`src/rtl/s208_pkg.sv`:
```
// Shared constants and types for the s208 rate-multiplier receive path.
package s208_pkg;
    localparam int WIN_BITS_DEF = 8;

    typedef enum logic {
        EMPTY = 1'b0,
        FULL  = 1'b1
    } hold_state_t;
endpackage

```
`src/rtl/s208_win_cnt.sv`:
```
// Window step counter; TC flags the strobe that closes a 2^WIN_BITS window.
module s208_win_cnt
    import s208_pkg::*;
#(
    parameter int WIN_BITS = WIN_BITS_DEF
) (
    input  logic CK,
    input  logic Clear,
    input  logic X,
    output logic TC
);
    logic [WIN_BITS-1:0] cnt;

    always_ff @(posedge CK) begin
        if (Clear)
            cnt <= '0;
        else if (X)
            cnt <= cnt + WIN_BITS'(1);
    end

    assign TC = X && (cnt == '1);
endmodule

```
`src/rtl/s208_rate_decoder.sv`:
```
// Measures Z pulse density over 2^WIN_BITS X strobes and holds the result under valid/ack.
module s208_rate_decoder
    import s208_pkg::*;
#(
    parameter int WIN_BITS = WIN_BITS_DEF
) (
    input  logic                CK,
    input  logic                Clear,
    input  logic                X,
    input  logic                Z,
    input  logic                Ack,
    output logic [WIN_BITS:0]   C,
    output logic                Valid,
    output logic                W,
    output logic                Ovr
);
    logic              tc;
    logic [WIN_BITS:0] acc;
    logic [WIN_BITS:0] z_ext;
    hold_state_t       state_q, state_d;

    s208_win_cnt #(.WIN_BITS(WIN_BITS)) u_win_cnt (
        .CK    (CK),
        .Clear (Clear),
        .X     (X),
        .TC    (tc)
    );

    assign z_ext = {{WIN_BITS{1'b0}}, Z};

    always_ff @(posedge CK) begin
        if (Clear) begin
            acc <= '0;
            C   <= '0;
            W   <= 1'b0;
            Ovr <= 1'b0;
        end else begin
            W <= tc;
            if (tc) begin
                // Final strobe's own Z is folded in here, not in acc.
                C   <= acc + z_ext;
                acc <= '0;
                if (state_q == FULL && !Ack)
                    Ovr <= 1'b1;
            end else if (X) begin
                acc <= acc + z_ext;
            end
        end
    end

    always_ff @(posedge CK) begin
        if (Clear)
            state_q <= EMPTY;
        else
            state_q <= state_d;
    end

    always_comb begin
        state_d = state_q;
        case (state_q)
            EMPTY: if (tc) state_d = FULL;
            FULL:  if (!tc && Ack) state_d = EMPTY;
            default: state_d = EMPTY;
        endcase
    end

    assign Valid = (state_q == FULL);
endmodule

```
`config.mk`:
```
export PLATFORM = sky130hd
export DESIGN_NAME = s208_rate_decoder
export DESIGN_NICKNAME = d
export VERILOG_FILES = /design/src/rtl/s208_pkg.sv /design/src/rtl/s208_win_cnt.sv /design/src/rtl/s208_rate_decoder.sv
export SDC_FILE = /design/constraint.sdc
export NUM_CORES = 1
export LEC_CHECK = 0
export ABC_AREA = 0
export CAP_MARGIN = 10
export CORE_UTILIZATION = 45
export CTS_CLUSTER_DIAMETER = 50
export DETAILED_ROUTE_END_ITERATION = 10
export HOLD_SLACK_MARGIN = 0.06
export MAX_ROUTING_LAYER = met4
export PLACE_DENSITY = 0.64
export SETUP_SLACK_MARGIN = 0.15
export SYNTH_ARGS = -nofsm -noshare
export SYNTH_HDL_FRONTEND = slang
export SYNTH_SLANG_ARGS = --single-unit
```
`constraint.sdc`:
```
create_clock -name CK -period 2.1 [get_ports CK]
set_input_delay 0.63 -clock CK [delete_from_list [all_inputs] [get_ports CK]]
set_output_delay 0.63 -clock CK [all_outputs]
set_load 0.01 [all_outputs]
```
## Yosys cells after proc, flatten, opt, wreduce, memory -nomap -nowiden

Cells that the tools add are included.

| word-level totals | value |
|---|---|
| output and inout bits | 12 |
| bits in registers | 29 |
| logic and storage cells | 20 |

| cells by class | value |
|---|---|
| reductions and logical operators | 7 |
| multiplexer cells | 3 |
| $add $sub $neg | 2 |
| eq/ne operators | 1 |
| bitwise operators | 1 |

Operator list:

| operator | count |
|---|---|
| adder 9 x 1 -> 9 bit | 1 |
| adder 8 x 1 -> 8 bit (second input constant) | 1 |
| == test 8 bit (second input constant) | 1 |
| logical AND 1 bit | 3 |
| logical NOT 1 bit | 2 |
| 2-to-1 mux 1 bit | 2 |
| case mux 1 bit (2 select lines) | 1 |
| AND reduction 2 bit | 1 |
| OR reduction 2 bit | 1 |
| inverter 1 bit | 1 |

## Longest topological paths before layout

| logic depth | value |
|---|---|
| word-level depth | 6 |
| mapped depth | 6 |
| mapped depth without buffers | 6 |

## Modules after synthesis

A second synthesis with hierarchy kept.

| second synthesis, totals | value |
|---|---|
| cells, all modules | 141 |
| area total of the unflattened synthesis | 1286.2 sq um |

By module, submodules not included:

| module | cells an instance | seq. area each (sq um) | times used | area each (sq um) |
|---|---|---|---|---|
| s208_rate_decoder | 102 | 420.4 | 1 | 932.1 |
| s208_win_cnt | 39 | 160.2 | 1 | 354.1 |

## Worst setup path before layout

Ideal clock, no wire load.

| timing | value |
|---|---|
| kind | input port to flip-flop |
| from | input port Z |
| to | register C[8] |
| data arrival time | 1577 ps |
| slack | 438 ps |
| buffers on the path | 0 |
| setup time | 86 ps |
| stages on the path | 6 |
| cell sequence | ha_1 > ha_1 > nand3_1 > nor2_1 > xnor2_1 > a211oi_1 |

| on the way | value |
|---|---|
| cells in the longest elaborated chain, start to end | 1 |

Ends and longest elaborated chain:

| what | RTL line | source |
|---|---|---|
| from (decl) | s208_rate_decoder.sv:10 | `input logic Z,` |
| adder 9 x 1 -> 9 bit | s208_rate_decoder.sv:41 | `C <= acc + z_ext;` |
| to (signal assigned) | s208_rate_decoder.sv:41 |  |
| to (decl) | s208_rate_decoder.sv:12 | `output logic [WIN_BITS:0] C,` |

No other way between the ends.
A chain may end at the register's enable or synchronous reset.

## Worst setup path in the final report

| timing | value |
|---|---|
| from | register C[1] |
| to | output port C[1] |

No word-level cell between the ends.

==> key figures <==
Logic synthesis
  • Post-Syn Area: about 1200 µm²
  • Post-synthesis cell count: about 130
  • Area share of and/or/nand/nor cells after synthesis: between 20 and 25%
  • Unique cell type count in the Yosys netlist: 27
  • Synth Flop Type: dfxtp_1
  • Synth Area in Adders: ~3%
  • Mean post-synth cell area: ~9.3 µm²
  • Post-Synth XOR/XNOR Area: a little over an eighth
  • Seq/Total Area, Yosys: between 40% and 50%
  • Number of flops mapped to enable cells by yosys: 0
  • Post-synthesis mux area share: between 4 and 5%
  • Asr flop ratio synth: 0%
  • Synth Area in Compound Gates: under 10%
  • Main combinational cell family by area after synthesis: simple AND/OR/NAND/NOR gates
  • Synth warn: 0
  • Syn nets: about 140
  • Number of synthesized register bits: 29

Worst setup path
  • Critical Path Start Type: register
  • Slowest stage cell, crit path: clkdlybuf4s50_1
  • Crit path kind: register to output pin
  • Critical Path RT: roughly 1.5 ns
  • CP cell instances: clkdlybuf4s50_1
  • CP peak stage delay: about 0.54 ns
  • Critical Path End Type: output pin
  • Reg-to-reg slack, setup: 0.56 ns
  • Buf+Inv Stages, Crit Path: 1
  • Critical Path Fanout Max: 2
  • CP top delay family: buffers and inverters
  • Worst Path Arrival: between 1 and 1.5 ns

Timing
  • Unrepaired setup endpoints after global routing: false
  • # setup viols final: 0
  • Fin. Hold Viols: 0
  • Final period util: just under 90%
  • Setup TNS: 0 ns
  • Actual slew at the worst max-slew pin: roughly 0.28 ns
  • F_max: between 500 and 600 MHz
  • Worst Setup Slack, final: ~0.25 ns
  • Max-slew violations: 0
  • Setup Skew: 0.0125 ns
  • Relative slew slack: 81.4%
  • Final Critical Period: ~1.8 ns

Placement
  • IO Port Bufs: 16
  • DP HPWL: around 1600 µm
  • Pre-CTS WS: -0.113 ns
  • Placed instance count: ~180
  • Global placement routability congestion: approximately 0.8

Power and ir drop
  • Gate power share: ~4.8%
  • Sw Ratio: a little under a quarter
  • Clk pwr share: between 30% and 40%
  • Reg power frac: a little under three fifths
  • Peak supply drop: 539 µV
  • PwrDens: 647 nW/µm²
  • Switch Pwr: approximately 0.23 mW
  • Internal power: just under 0.8 mW
  • Lkg Pwr: between 0.5 and 0.6 nW
  • Pwr Total: around 1 mW

Route
  • Final ANT Viol Nets: 0
  • DR WL/cell: ~12 µm
  • DR vias: ~1000
  • DR pass1 iterations: 4
  • Drt drc: 0
  • Initial drt markers: 20
  • Drt via density: between 5 and 6
  • WL final: 2270 µm

GRT
  • Global Route Usage Sum: 18.7%
  • Grt ovf: 0
  • GR peak layer: met2
  • Grt met3 use: under 10%
  • First-pass GRT wire length: ~3700 µm
  • Met2 Use GR: between 20% and 30%
  • Vias in the first global route: ~900
  • Initial antenna violation count: 0
  • Largest net degree at the start of global routing: 21
  • Met1 Use GR: ~22%

CTS
  • H-tree depth: 2
  • CTS Buf Count: 5
  • Max Root-Sink Buffers: 2
  • CTS root buf: clkbuf_4
  • CTS clk-pin slew, worst paths: ~0.1 ns
  • CTS Sinks: 29
  • Worst-Skew Late Latency: between 0.3 and 0.4 ns
  • CTS tree: built

Floorplan
  • Num rows: 18
  • Top Ports: 17
  • Horiz. Die Dim: 54.7 µm
  • Die Footprint: ~3000 µm²
  • Die Y: 54.7 µm
  • Initial Util: roughly 49%
  • Core ar.: 2540 µm²

Final layout
  • Layout cells sized above 1: around 15%
  • Fin cells: 187
  • Syn-to-layout area delta: 23.4%
  • Commonest non-fill, non-tap cell in the layout: dfxtp_1
  • Register Area: between 500 and 600 µm²
  • Commonest non-fill, non-tap cells in the layout: dfxtp_1, nor2_1, clkdlybuf4s50_1
  • Fin util: 60.6%
  • Multi-input gate area: ~650 µm²
  • Nets: 164
  • ANT cells: 0
  • Fillers: 226

Outcome
  • Status: finished clean

Run
  • Max-Cap Viols: 0

Min path
  • Hold crit path type: register to register
layout make-up:
type	count	share of cell area, %
sequential	29	37.6
timing repair buffer	22	13.3
clock buffer	7	4.22
tap	30	2.43
inverter	1	0.243
multi-input combinational	97	41.8
clock inverter	1	0.324
path summary, 6_finish.rpt:
kind | start | end | cells after the start
max | C[1] | C[1] | 1
min | Ovr | Ovr | 2
max reg2reg | u_win_cnt.cnt[0] | C[6] | 6
min reg2reg | Ovr | Ovr | 2
flip-flops by register name (all words and copies together) (netlist names):
register and cells:
C 9, acc 9, u_win_cnt.cnt 8, Ovr 1
Valid 1, W 1
layer usage:
metal,routed length (µm),up-vias,part of all wire [%]
li1,-,496,-
met1,1110,459,49
met2,1000,24,44
met3,123,5,5.4
met4,34,0,1.5
met5,0,-,0
cell usage after synthesis, types with 2 or more instances:
cell	count	share of area, %
a211oi_1	4	2.4
a211oi_2	2	2.0
a21oi_1	3	1.2
clkbuf_1	4	1.2
dfxtp_1	29	46
ha_1	3	3.0
mux2i_1	6	4.8
nand2_1	9	2.7
nand3_1	4	1.6
nand4_1	5	2.5
nor2_1	30	9.0
o21ai_0	2	0.80
or3_1	2	1.0
xnor2_1	6	4.2
xor2_1	13	9.1
power groups by stage:
stage / registers [mW] / logic, mW / clock network [mW]
6_report: 0.563 / 0.0479 / 0.387
5_1_grt: 0.565 / 0.0530 / 0.425
4_1_cts: 0.563 / 0.0471 / 0.399
3_5_place_dp: 0.576 / 0.0469 / 0
3_3_place_gp: 0.575 / 0.0452 / 0
2_1_floorplan: 0.574 / 0.0298 / 0
logic make-up after synthesis:
kind of cell,Yosys count
xor gates and xnor gates,19
buffers and inverters,8
DFF,29
and+or+nand+nor,57
AOI/OAI and AO/OA,12
muxes,6
adders and majority gates,3
stage by stage:
stage,cell area (µm²),hold slack (ns)
floorplan,1250,0.458
global placement,1460,0.449
detailed placement,1460,0.456
CTS,1530,0.480
global route,1540,0.506
finish,1540,0.474
worst min-delay path: stages, from the launching register on:
cell,delay [ns]
dfxtp_1,0.34
a31oi_1,0.04
nor2_1,0.07
what timing repair did:
action,in CTS,in global routing
buffers inserted,0,0
setup endpoints to repair,0,3
gates resized for setup,0,5
hold buffers,0,0
Power figures use the tool's default switching activity.
